`src/rtl/video_window_scaler.sv`:
```
// Maps a raster window onto an RGB565 frame buffer with 1x/2x/4x pixel
// replication, background fill outside the window and RGB888 expansion.
module video_window_scaler #(
   parameter int IMAGE_SIZE_H = 256,
   parameter int IMAGE_SIZE_V = 384,
   parameter int ADDR_W       = 17,
   parameter int COORD_W      = 12,
   parameter int RD_LATENCY   = 1
) (
   input  logic               i_clk_pixel,
   input  logic               i_rstn,
   input  logic [COORD_W-1:0] i_offset_x,
   input  logic [COORD_W-1:0] i_offset_y,
   input  logic [1:0]         i_scale_mode,
   input  logic               i_fmt_mode,
   input  logic [23:0]        i_bg_color,
   input  logic               i_rgb_vde,
   input  logic               i_rgb_hsync,
   input  logic               i_rgb_vsync,
   input  logic [COORD_W-1:0] i_set_x,
   input  logic [COORD_W-1:0] i_set_y,
   output logic [ADDR_W-1:0]  o_rd_addr,
   output logic               o_rd_en,
   input  logic [15:0]        i_rd_data,
   output logic [23:0]        o_video_data,
   output logic               o_video_vde,
   output logic               o_video_hsync,
   output logic               o_video_vsync
);

   localparam int EXT_W  = COORD_W + 3;
   localparam int PIPE_D = RD_LATENCY + 1;
   localparam int CTRL_W = 5;
   localparam int C_VDE  = 4;
   localparam int C_HS   = 3;
   localparam int C_VS   = 2;
   localparam int C_WIN  = 1;
   localparam int C_FMT  = 0;

   logic [COORD_W-1:0] off_x_reg, off_y_reg;
   logic [1:0]         scale_mode_reg;
   logic               fmt_reg;
   logic [23:0]        bg_reg;
   logic               vsync_d_reg, vde_d_reg;

   logic [ADDR_W-1:0]  row_base_reg, col_reg;
   logic [1:0]         x_sub_reg, y_sub_reg;
   logic               line_hit_reg;

   logic [1:0]         scale_shift, sub_max;
   logic [EXT_W-1:0]   win_w, win_h;
   logic [EXT_W-1:0]   x_ext, y_ext, off_x_ext, off_y_ext;
   logic               in_win, vsync_rise, line_end;
   logic [ADDR_W-1:0]  rd_addr_next;
   logic [CTRL_W-1:0]  ctrl_in, ctrl_out;
   logic [23:0]        expanded;

   always_comb begin
      scale_shift = 2'd0;
      sub_max     = 2'd0;
      case (scale_mode_reg)
         2'b01:   begin scale_shift = 2'd1; sub_max = 2'd1; end
         2'b10:   begin scale_shift = 2'd2; sub_max = 2'd3; end
         default: begin scale_shift = 2'd0; sub_max = 2'd0; end
      endcase
   end

   // Widened compare so window edges past the raster clip instead of wrapping
   assign win_w     = EXT_W'(IMAGE_SIZE_H) << scale_shift;
   assign win_h     = EXT_W'(IMAGE_SIZE_V) << scale_shift;
   assign x_ext     = EXT_W'(i_set_x);
   assign y_ext     = EXT_W'(i_set_y);
   assign off_x_ext = EXT_W'(off_x_reg);
   assign off_y_ext = EXT_W'(off_y_reg);

   assign in_win = i_rgb_vde
                 && (x_ext >= off_x_ext) && (x_ext < off_x_ext + win_w)
                 && (y_ext >= off_y_ext) && (y_ext < off_y_ext + win_h);

   assign vsync_rise   = i_rgb_vsync & ~vsync_d_reg;
   assign line_end     = vde_d_reg & ~i_rgb_vde;
   assign rd_addr_next = row_base_reg + col_reg;

   always_ff @(posedge i_clk_pixel or negedge i_rstn) begin
      if (!i_rstn) begin
         off_x_reg      <= '0;
         off_y_reg      <= '0;
         scale_mode_reg <= 2'b00;
         fmt_reg        <= 1'b0;
         bg_reg         <= 24'h000000;
         vsync_d_reg    <= 1'b0;
         vde_d_reg      <= 1'b0;
         row_base_reg   <= '0;
         col_reg        <= '0;
         x_sub_reg      <= 2'd0;
         y_sub_reg      <= 2'd0;
         line_hit_reg   <= 1'b0;
      end else begin
         vsync_d_reg <= i_rgb_vsync;
         vde_d_reg   <= i_rgb_vde;
         if (vsync_rise) begin
            off_x_reg      <= i_offset_x;
            off_y_reg      <= i_offset_y;
            scale_mode_reg <= i_scale_mode;
            fmt_reg        <= i_fmt_mode;
            bg_reg         <= i_bg_color;
            row_base_reg   <= '0;
            col_reg        <= '0;
            x_sub_reg      <= 2'd0;
            y_sub_reg      <= 2'd0;
            line_hit_reg   <= 1'b0;
         end else if (line_end) begin
            col_reg      <= '0;
            x_sub_reg    <= 2'd0;
            line_hit_reg <= 1'b0;
            // Only lines that touched the window count towards the row step
            if (line_hit_reg) begin
               if (y_sub_reg == sub_max) begin
                  y_sub_reg    <= 2'd0;
                  row_base_reg <= row_base_reg + ADDR_W'(IMAGE_SIZE_H);
               end else begin
                  y_sub_reg <= y_sub_reg + 2'd1;
               end
            end
         end else if (in_win) begin
            line_hit_reg <= 1'b1;
            if (x_sub_reg == sub_max) begin
               x_sub_reg <= 2'd0;
               col_reg   <= col_reg + ADDR_W'(1);
            end else begin
               x_sub_reg <= x_sub_reg + 2'd1;
            end
         end
      end
   end

   always_ff @(posedge i_clk_pixel or negedge i_rstn) begin
      if (!i_rstn) begin
         o_rd_en   <= 1'b0;
         o_rd_addr <= '0;
      end else begin
         o_rd_en <= in_win;
         if (in_win) begin
            o_rd_addr <= rd_addr_next;
         end
      end
   end

   // Timing, window flag and format travel with the read so selection lines up with data
   assign ctrl_in = {i_rgb_vde, i_rgb_hsync, i_rgb_vsync, in_win, fmt_reg};

   genvar gi;
   generate
      for (gi = 0; gi < PIPE_D; gi++) begin : g_stage
         logic [CTRL_W-1:0] ctrl_reg;
         logic [CTRL_W-1:0] ctrl_src;
         if (gi == 0) begin : g_head
            assign ctrl_src = ctrl_in;
         end else begin : g_tail
            assign ctrl_src = g_stage[gi-1].ctrl_reg;
         end
         always_ff @(posedge i_clk_pixel or negedge i_rstn) begin
            if (!i_rstn) begin
               ctrl_reg <= '0;
            end else begin
               ctrl_reg <= ctrl_src;
            end
         end
      end
   endgenerate

   assign ctrl_out = g_stage[PIPE_D-1].ctrl_reg;

   assign expanded = ctrl_out[C_FMT]
      ? {i_rd_data[15:11], i_rd_data[15:13], i_rd_data[10:5], i_rd_data[10:9],
         i_rd_data[4:0], i_rd_data[4:2]}
      : {i_rd_data[15:11], 3'b000, i_rd_data[10:5], 2'b00, i_rd_data[4:0], 3'b000};

   always_ff @(posedge i_clk_pixel or negedge i_rstn) begin
      if (!i_rstn) begin
         o_video_data  <= 24'h000000;
         o_video_vde   <= 1'b0;
         o_video_hsync <= 1'b0;
         o_video_vsync <= 1'b0;
      end else begin
         o_video_vde   <= ctrl_out[C_VDE];
         o_video_hsync <= ctrl_out[C_HS];
         o_video_vsync <= ctrl_out[C_VS];
         if (ctrl_out[C_WIN]) begin
            o_video_data <= expanded;
         end else if (ctrl_out[C_VDE]) begin
            o_video_data <= bg_reg;
         end else begin
            o_video_data <= 24'h000000;
         end
      end
   end

endmodule

```
`config.mk`:
```
export PLATFORM = sky130hd
export DESIGN_NAME = video_window_scaler
export DESIGN_NICKNAME = d
export VERILOG_FILES = /design/src/rtl/video_window_scaler.sv
export SDC_FILE = /design/constraint.sdc
export NUM_CORES = 1
export LEC_CHECK = 0
export ABC_AREA = 1
export CAP_MARGIN = 30
export CELL_PAD_IN_SITES_DETAIL_PLACEMENT = 0
export CELL_PAD_IN_SITES_GLOBAL_PLACEMENT = 2
export CORE_MARGIN = 2
export CORE_UTILIZATION = 31
export CTS_CLUSTER_SIZE = 8
export DETAILED_ROUTE_END_ITERATION = 7
export PLACE_DENSITY_LB_ADDON = 0.1
export SYNTH_ARGS = -nofsm -noshare
export SYNTH_HDL_FRONTEND = slang
export SYNTH_SLANG_ARGS = --single-unit
```
`constraint.sdc`:
```
create_clock -name i_clk_pixel -period 4 [get_ports i_clk_pixel]
set_input_delay 0.8 -clock i_clk_pixel [delete_from_list [all_inputs] [get_ports i_clk_pixel]]
set_output_delay 0.8 -clock i_clk_pixel [all_outputs]
set_load 0.02 [all_outputs]
```
==> results of run 1 <==
-- cell families after synthesis --
logic type / Yosys count / share of synthesized area (%)
simple gates: 446 / 26.2
xor+xnor: 22 / 2.67
compound gates: 104 / 7.84
fa+ha+maj: 57 / 10.1
buf+inv: 111 / 6.04
flops: 136 / 47.2
-- where the power goes --
part / leakage (nW) / internal (mW) / total, mW / switching [mW]
Clock: 0.275 / 0.822 / 1.51 / 0.687
Combinational: 2.59 / 0.484 / 1.11 / 0.629
Sequential: 1.76 / 1.56 / 1.68 / 0.126
-- through the flow --
stage | cell area (um2) | instances
after floorplan | 7210 | 876
after global placement | 8910 | 1282
after detailed placement | 8910 | 1282
after CTS | 9480 | 1314
after global routing | 9480 | 1314
final | 9480 | 1314
-- critical path: stages (launching register included) --
cell,delay [ns]
dfrtp_1,0.37
inv_1,0.06
ha_1,0.37
ha_1,0.24
fa_1,0.40
xnor2_1,0.20
ha_1,0.29
a21o_1,0.16
nor2_1,0.11
nor2_1,0.05
nor2_1,0.08
nand2_1,0.09
nor2_4,0.12
nand3_4,0.09
buf_4,0.24
inv_1,0.23
nand3b_1,0.10
nand2_1,0.06
-- path summary, 6_finish.rpt --
check	end	slack, ns	cells after the start
min in group asynchronous	bg_reg[3]$_DFFE_PN0P_	0.40	1
min reg2reg	ctrl_out[0]$_DFF_PN0_	0.35	0
min	ctrl_out[0]$_DFF_PN0_	0.35	0
max in group asynchronous	o_rd_addr[8]$_DFFE_PN0P_	2.79	2
max	o_rd_addr[16]$_DFFE_PN0P_	0.66	17
max reg2reg	o_rd_addr[16]$_DFFE_PN0P_	0.66	17
-- cell usage in the layout (no fill, tap or decap), types with 2 or more instances in the layout --
master,n
nand2_1,293
clkdlybuf4s50_1,139
dfrtp_1,136
inv_1,81
nand3_1,67
o21ai_0,55
ha_1,55
nor2_1,45
a21oi_1,32
clkbuf_16,17
nor3_1,15
xor2_1,13
xnor2_1,9
nand4_1,8
buf_4,8
a21o_1,5
inv_6,4
inv_8,4
nand2_2,3
o31ai_1,2
nor2_4,2
and3_1,2
inv_2,2
nand2_4,2
o21ai_2,2
o21bai_1,2
fa_1,2
clkinvlp_4,2
clkinv_4,2
clkinv_2,2
-- final cells by class --
type,instances,area [um2],area share (%)
multi-input cells,629,3370,35.6
well taps,285,357,3.76
clock buffers,17,425,4.49
inverters,84,315,3.33
clock inverters,15,139,1.47
repair buffers,148,1460,15.4
flip-flops and latches,136,3400,35.9
-- routing by layer --
layer	track usage, %	wire length, um	share of wire, %	up-vias
met4	4.50	183	0.99	0
met2	26.4	8560	46	108
met1	22.0	9180	50	2659
met3	2.66	614	3.3	14
li1	-	-	-	3111
met5	0	0	0	-
==> qor.txt, run 1 <==
Rows: 55
Warnings, synthesis: 0
Required time worst endpoint: 4.36 ns
Slew HR: 32.7%
RSZ-0062 raised after global routing: no
Min Tclk post-route: 3.34 ns
Final net count: 1,169
Synth top area share: 47.2%
Cell taking the most area after synthesis: dfrtp_1
Area grow syn2layout: 31.4%
Fin crit share: 83.4%
Num CTS Buffers: 17
First-pass GRT wire length: 31.0 mm
Die Y: 157 um
Final setup fails: 0
Power, Total: 4.30 mW
# Max-Cap Violations: 0
Htree depth: 4
Hold Path Origin: g_stage[0].ctrl_reg[0]$_DFF_PN0_
Flops & latches, synth: 136
Number of synthesized flops with an enable pin: 0
Clock Tree Buf Depth: 2
Mapped Avg Cell Area: 8.23 um2
Fill cells: 2,329
1st-iter DRT viols: 291
Hold WS: 0.347 ns
Core area: 22,700 um2
Clock root buffer master: clkbuf_16
Top post-synthesis cells by area: dfrtp_1, nand2_1, ha_1, nand3_1, inv_1
DRC errors left: 0
Final core occ: 41.7%
Antenna-violating nets left: 0
Worst Setup SP: scale_mode_reg[0]$_DFFE_PN0P_
CTS Sinks: 136
Lkg Pwr: 4.63 nW
CTS tree: built
Placement Setup Slack: 0.660 ns
Crit end category: register
Die X: 157 um
Final setup TNS: 0 ns
Hold Path Class: register to register
Post-CTS sizing: 0
Ys async rst share: 100%
Dominant register cell in the synthesized netlist: dfrtp_1
Routed WL per cell: 14.1 um
Peak VDD IR: 0.281 mV
Die area: 24,500 um2
Pin count of the biggest net entering global routing: 79
Post-CTS Hold Buffers: 0
Post-Syn Area: 7210 um2
Cells after synthesis: 876
Hpwl dp: 13.3 mm
Most frequent cell after synthesis: nand2_1
Setup Skew: 0.0115 ns
Diodes inserted: 0
Sequential share of the synthesized area: 47.2%
Syn nets: 1,029
Worst-Skew Late Latency: 0.42 ns
Setup ws final: 0.665 ns
Fmax: 0.300 GHz
Vias in the first global route: 6,031
DR pass1 iterations: 4
Reg2reg start: scale_mode_reg[0]$_DFFE_PN0P_
Crit start category: register
Vias/cell: 4.48
Unique masters post-synth: 43
Post-Route WL: 18.5 mm
WS Path Type: register to register
Status: completed
Global route total overflow: 0
Slew Viols, Final: 0
Largest fanout on the critical path: 33
Initial Utilization: 31.8%
DR vias: 5,892
Share of layout cells above drive strength 1: 5.54%
Io pins: 141
Final Hold Violating Endpoints: 0
Synth top cells by count: nand2_1, dfrtp_1, inv_1
Post-CTS setup buffers: 0
Slew @ Worst Pin: 1.01 ns
Clock transition at the registers of the reported paths: 0.06 ns
Initial antenna violation count: 0
CP arrival: 3.69 ns
Pwr Density: 454 nW/um2
Gpl congestion: 0.754
Total track usage: 16.1%
Port bufs: 140
Power figures use the tool's default switching activity.
==> run 2: changes to the inputs <==
Settings changed: CORE_UTILIZATION 31 to 28.
Clock period 4 ns to 3 ns, I/O delays scaled along.
==> run 2 against run 1 <==
  * Clock-buffer cell count unchanged
  * Sequential share of layout area down 1.4 points
  * Total power up 40%
  * Critical path depth down 1
  * Register-to-register slack worse by 0.62 ns
==> qor.txt, run 2 (synthesis gave the netlist of run 1 again) <==
Status: completed (unchanged)
Most common library cell in the layout ignoring fill and taps: nand2_1 (unchanged)
Crit end category: register (unchanged)
Die area: 27,100 um2 (was 24,500 um2)
Share of layout cells above drive strength 1: 8.98% (was 5.54%)
Total track usage: 15.3% (was 16.1%)
Slew Viols, Final: 0 (unchanged)
Gpl congestion: 0.738 (was 0.754)
Fmax: 0.339 GHz (was 0.300 GHz)
Net Sw Frac: 33.4% (was 33.5%)
Antenna-violating nets left: 0 (unchanged)
Internal power: 4.00 mW (was 2.86 mW)
CTS Sinks: 136 (unchanged)
Core area: 25,300 um2 (was 22,700 um2)
Port bufs: 140 (unchanged)
Vias/cell: 4.40 (was 4.48)
Area grow syn2layout: 36.8% (was 31.4%)
DRC errors left: 0 (unchanged)
Largest fanout on the critical path: 6 (was 33)
Setup Skew: 0.0112 ns (was 0.0115 ns)
Num CTS Buffers: 17 (unchanged)
First-pass GRT wire length: 32.3 mm (was 31.0 mm)
P_sw: 2.01 mW (was 1.44 mW)
Io pins: 141 (unchanged)
Routed WL per cell: 14.1 um (about the same)
Die X: 165 um (was 157 um)
Lkg Pwr: 4.74 nW (was 4.63 nW)
# Max-Cap Violations: 0 (unchanged)
Initial antenna violation count: 0 (unchanged)
CTS tree: built (unchanged)
Rows: 58 (was 55)
Worst-Skew Late Latency: 0.42 ns (about the same)
Post-Route WL: 19.5 mm (was 18.5 mm)
Final Hold Violating Endpoints: 0 (unchanged)
1st-iter DRT viols: 329 (was 291)
Crit-path cells: ha_4 > ha_4 > fa_2 > xnor2_2 > ha_1 > a21o_1 > nor2_1 > nor2_1 > nor2_1 > nand2_1 > nor2_4 > nand3_4 > nand2_8 > buf_6 > nand3_2 > nand2_2 (was inv_1 > ha_1 > ha_1 > fa_1 > xnor2_1 > ha_1 > a21o_1 > nor2_1 > nor2_1 > nor2_1 > nand2_1 > nor2_4 > nand3_4 > buf_4 > inv_1 > nand3b_1 > nand2_1)
Hold Path Class: input pin to async pin (was register to register)
Clock Tree Buf Depth: 2 (unchanged)
DR pass1 iterations: 4 (unchanged)
Clock share of power: 35.0% (about the same)
Slew @ Worst Pin: 0.986 ns (was 1.01 ns)
Vias in the first global route: 6,306 (was 6,031)
Slowest-stage cell, CP: dfrtp_1 (was fa_1)
DR vias: 6,065 (was 5,892)
Diodes inserted: 0 (unchanged)
Max stage delay on crit path: 0.41 ns (was 0.40 ns)
Peak VDD IR: 0.309 mV (was 0.281 mV)
Hpwl dp: 13.8 mm (was 13.3 mm)
CP arrival: 3.31 ns (was 3.69 ns)
WS Path Type: register to register (unchanged)
Final core occ: 39.1% (was 41.7%)
Final setup fails: 0 (unchanged)
Crit start category: register (unchanged)
Pin count of the biggest net entering global routing: 52 (was 79)
Clock transition at the registers of the reported paths: 0.07 ns (was 0.06 ns)
Most frequent cells in the layout: nand2_1, clkdlybuf4s50_1, dfrtp_1, inv_1, nand3_1 (unchanged)
Power, Total: 6.01 mW (was 4.30 mW)
Die Y: 165 um (was 157 um)
Htree depth: 4 (unchanged)
Required time worst endpoint: 3.35 ns (was 4.36 ns)
Global route total overflow: 0 (unchanged)
Pwr Density: 609 nW/um2 (was 454 nW/um2)
Initial Utilization: 28.6% (was 31.8%)
Fin crit share: 98.4% (was 83.4%)
Clock root buffer master: clkbuf_16 (unchanged)
Min Tclk post-route: 2.95 ns (was 3.34 ns)
RSZ-0062 raised after global routing: yes (was no)
Flop pwr share: 37.1% (was 39.1%)
Final net count: 1,187 (was 1,169)
Fill cells: 2,675 (was 2,329)
Slew HR: 34.3% (was 32.7%)
Logic pwr share: 27.9% (was 25.9%)
Most common cell on crit path: nor2_1
[run 2: cell types whose count changed in the layout (fill, tap and decap cells not counted), sizes merged]
cell,delta
nand2,+1
clkinvlp,+2
bufinv,+1
buf,+17
inv,+2
clkinv,-5
[run 2: path summary, 6_finish.rpt]
path	depth (start not counted)	from	slack, ns	to
setup / recovery	16	scale_mode_reg[1]$_DFFE_PN0P_	0.05	col_reg[2]$_DFFE_PN0P_
hold / removal	1	i_rstn	0.12	o_video_data[4]$_DFF_PN0_
setup reg to reg	16	scale_mode_reg[1]$_DFFE_PN0P_	0.05	col_reg[2]$_DFFE_PN0P_
hold reg to reg	0	g_stage[0].ctrl_reg[0]$_DFF_PN0_	0.34	ctrl_out[0]$_DFF_PN0_
max in group asynchronous	2	i_rstn	2.13	bg_reg[0]$_DFFE_PN0P_
min in group i_clk_pixel	0	g_stage[0].ctrl_reg[0]$_DFF_PN0_	0.34	ctrl_out[0]$_DFF_PN0_
[run 2: final cells by class]
| class | instances | area [um2] | area share (%) |
|---|---|---|---|
| Tap cell | 330 | 413 | 4.18 |
| Sequential cell | 136 | 3400 | 34.5 |
| Inverter | 84 | 315 | 3.19 |
| Timing Repair Buffer | 165 | 1650 | 16.7 |
| Clock buffer | 17 | 425 | 4.31 |
| Clock inverter | 15 | 153 | 1.55 |
| Multi-Input combinational cell | 630 | 3510 | 35.5 |
[run 2: worst max-delay path: cells and delay by family (launching register included)]
| family | cells | cell delay [ns] |
|---|---|---|
| AOI/OAI and AO/OA | 1 | 0.19 |
| xor gates and xnor gates | 1 | 0.15 |
| adders and majority gates | 4 | 1.10 |
| buffers and inverters | 1 | 0.14 |
| DFF | 1 | 0.41 |
| and+or+nand+nor | 9 | 0.90 |
[run 2: what timing repair did]
item | 4_1_cts | 5_1_grt
hold buffers | 0 | 0
setup buffers | 1 | 1
endpoints found under the setup margin | 34 | 37
gates resized for setup | 13 | 16
pin swaps | 10 | 19
cloned | 2 | 0
[run 2: through the flow]
| step | area (um2) | hold WS [ns] | worst slack (ns) | instances | setup TNS, ns |
|---|---|---|---|---|---|
| floorplan | 7210 | 0.304 | 0.0383 | 876 | 0 |
| global placement | 9120 | 0.333 | -0.0105 | 1341 | -0.0574 |
| detailed placement | 9120 | 0.336 | -0.0560 | 1341 | -1.07 |
| CTS | 9790 | 0.145 | -0.00317 | 1376 | -0.00405 |
| global route | 9870 | 0.143 | -0.140 | 1377 | -3.74 |
| finish | 9870 | 0.118 | 0.0468 | 1377 | 0 |
[run 2: routing by layer]
metal	track usage, %	wire length [um]
met5	0	0
met4	3.68	164
met3	2.76	650
met2	25.9	9100
met1	20.2	9550
[run 2: power groups by stage]
stage          combinational, mW  clock, mW  sequential (mW)
3_3_place_gp                1.59          0             2.27
6_report                    1.68       2.10             2.23
4_1_cts                     1.67       2.18             2.23
2_1_floorplan              0.847          0             2.34
3_5_place_dp                1.59          0             2.26
5_1_grt                     1.91       2.26             2.26
==> run 3: changes to the inputs <==
Settings changed: PLACE_DENSITY from default to 0.78, PLACE_DENSITY_LB_ADDON 0.1 to default, TNS_END_PERCENT from default to 1.
==> run 3 against run 2 <==
  * Clock skew increased by 0.0037 ns
  * Sequential cell count unchanged
  * Largest power group unchanged
  * Setup slack worse by 0.036 ns
  * Combinational power is 3% lower
  * First-iteration DRC count is 14% lower
  * Total power is 0.98% lower
  * Die area unchanged
  * Global-route usage decreased by 0.50 points
  * Design area fell by 0.68%
  * Largest cell class unchanged
  * Critical endpoint is now col_reg[0]$_DFFE_PN0P_
  * Register-to-register slack got worse by 0.04 ns
==> qor.txt, run 3 (synthesis gave the netlist of run 1 again) <==
Flop pwr share: 37.4% (was 37.1%)
Die area: 27,100 um2 (unchanged)
Lkg Pwr: 4.74 nW (about the same)
Initial antenna violation count: 0 (unchanged)
WS Path Type: register to register (unchanged)
Num CTS Buffers: 17 (unchanged)
RSZ-0062 raised after global routing: yes (unchanged)
Initial Utilization: 28.6% (unchanged)
Pwr Density: 607 nW/um2 (was 609 nW/um2)
Final setup TNS: 0 ns (unchanged)
Required time worst endpoint: 3.35 ns (about the same)
Worst-Skew Late Latency: 0.42 ns (about the same)
Hold Path Class: input pin to async pin (unchanged)
Area grow syn2layout: 35.9% (was 36.8%)
Post-Route WL: 19.1 mm (was 19.5 mm)
Largest fanout on the critical path: 7 (was 6)
Diodes inserted: 0 (unchanged)
Hpwl dp: 13.7 mm (was 13.8 mm)
Fin crit share: 99.6% (was 98.4%)
Setup Skew: 0.0149 ns (was 0.0112 ns)
Pin count of the biggest net entering global routing: 62 (was 52)
Vias/cell: 4.39 (was 4.40)
Slew Viols, Final: 0 (unchanged)
Min Tclk post-route: 2.99 ns (was 2.95 ns)
Net Sw Frac: 32.6% (was 33.4%)
P_sw: 1.94 mW (was 2.01 mW)
Slew HR: 40.1% (was 34.3%)
DR pass1 iterations: 5 (was 4)
Die Y: 165 um (unchanged)
Logic pwr share: 27.3% (was 27.9%)
Final net count: 1,185 (was 1,187)
Rows: 58 (unchanged)
Core area: 25,300 um2 (unchanged)
Total track usage: 14.8% (was 15.3%)
Final setup fails: 0 (unchanged)
Placed cells: 1,341 (unchanged)
Fill cells: 2,616 (was 2,675)
Crit start category: register (unchanged)
1st-iter DRT viols: 284 (was 329)
Most common library cell in the layout ignoring fill and taps: nand2_1 (unchanged)
CP arrival: 3.34 ns (was 3.31 ns)
Most frequent cells in the layout: nand2_1, clkdlybuf4s50_1, dfrtp_1, inv_1, nand3_1 (unchanged)
Peak VDD IR: 0.294 mV (was 0.309 mV)
Htree depth: 4 (unchanged)
Antenna-violating nets left: 0 (unchanged)
Status: completed (unchanged)
Crit end category: register (unchanged)
Port bufs: 140 (unchanged)
Internal power: 4.01 mW (was 4.00 mW)
Routed WL per cell: 13.9 um (was 14.1 um)
CTS Sinks: 136 (unchanged)
Clock Tree Buf Depth: 2 (unchanged)
CTS tree: built (unchanged)
Clock transition at the registers of the reported paths: 0.07 ns (about the same)
DR vias: 6,039 (was 6,065)
Gpl congestion: 0.782 (was 0.738)
Fmax: 0.335 GHz (was 0.339 GHz)
Vias in the first global route: 6,128 (was 6,306)
Io pins: 141 (unchanged)
Global route total overflow: 0 (unchanged)
Share of layout cells above drive strength 1: 8.04% (was 8.98%)
Clock share of power: 35.3% (was 35.0%)
First-pass GRT wire length: 31.5 mm (was 32.3 mm)
# Max-Cap Violations: 0 (unchanged)
Slew @ Worst Pin: 0.899 ns (was 0.986 ns)
Die X: 165 um (unchanged)
DRC errors left: 0 (unchanged)
Fin cells: 1,375 (was 1,377)
Final Hold Violating Endpoints: 0 (unchanged)
Clock root buffer master: clkbuf_16 (unchanged)
## run 3: cell count changes in the layout (fill, tap and decap cells not counted), sizes merged
cell,change
clkinvlp,-2
inv,-4
clkinv,+4
buf,-2
clkbuf,+2
## run 3: critical path, cell delays in order (launching register included)
cell and delay, ns:
dfrtp_1 0.39, inv_2 0.09, ha_4 0.21, ha_4 0.16, fa_2 0.38, xnor2_2 0.15
ha_1 0.32, a21o_1 0.17, nor2_1 0.10, nor2_1 0.04, nor2_1 0.08, nand2_1 0.09
nor2_4 0.13, nand3_4 0.15, nand2_8 0.15, buf_6 0.14, nand3_1 0.07, nand2_1 0.10
## run 3: through the flow
stage                     area, um2  hold WS [ns]  setup WS (ns)  power [mW]  utilization (%)
final                          9800        0.0905         0.0110        5.95             38.8
after global routing           9800         0.104         -0.147        6.36             38.8
after CTS                      9710        0.0933        0.00314        6.00             38.4
after detailed placement       9110         0.339       -0.00398        3.83             36.1
after global placement         9110         0.334         0.0854        3.83             36.1
after floorplan                7210         0.304         0.0383        3.18                -
## run 3: routing by layer
layer  track usage (%)  wire length [um]
met1              20.2              9510
met2              23.8              8580
met3              2.74               859
met4              4.07               154
met5                 0                 0
## run 3: layout make-up
type                            instances  area, um2  share of cell area (%)
Timing Repair Buffer                  163       1620                    16.6
Sequential cell                       136       3400                    34.7
Multi-Input combinational cell        630       3460                    35.3
Clock inverter                         13        133                    1.35
Tap cell                              330        413                    4.21
Clock buffer                           19        453                    4.62
Inverter                               84        315                    3.22
## run 3: timing repair
item	CTS	global route
setup endpoints to repair	22	37
gates cloned	0	1
setup buffers	0	1
hold buffers	0	0
resized for setup	3	15
pin swaps	0	11
## run 3: power groups by stage
| stage | Clock (mW) | Sequential [mW] | Combinational, mW |
|---|---|---|---|
| after CTS | 2.17 | 2.23 | 1.60 |
| final | 2.10 | 2.22 | 1.63 |
| after floorplan | 0 | 2.34 | 0.847 |
| after detailed placement | 0 | 2.26 | 1.58 |
| after global placement | 0 | 2.26 | 1.57 |
| after global routing | 2.25 | 2.26 | 1.85 |
## run 3: path summary, 6_finish.rpt
path                                                    start                         end  slack (ns)  cells after the start
worst max-delay path            scale_mode_reg[0]$_DFFE_PN0P_      col_reg[0]$_DFFE_PN0P_        0.01                     17
worst min-delay path                                   i_rstn   o_video_data[1]$_DFF_PN0_        0.09                      1
worst max register to register  scale_mode_reg[0]$_DFFE_PN0P_      col_reg[0]$_DFFE_PN0P_        0.01                     17
worst min register to register          ctrl_out[2]$_DFF_PN0_     o_video_vsync$_DFF_PN0_        0.35                      0
max in group asynchronous                              i_rstn  o_video_data[15]$_DFF_PN0_        2.08                      2
min in group i_clk_pixel                ctrl_out[2]$_DFF_PN0_     o_video_vsync$_DFF_PN0_        0.35                      0
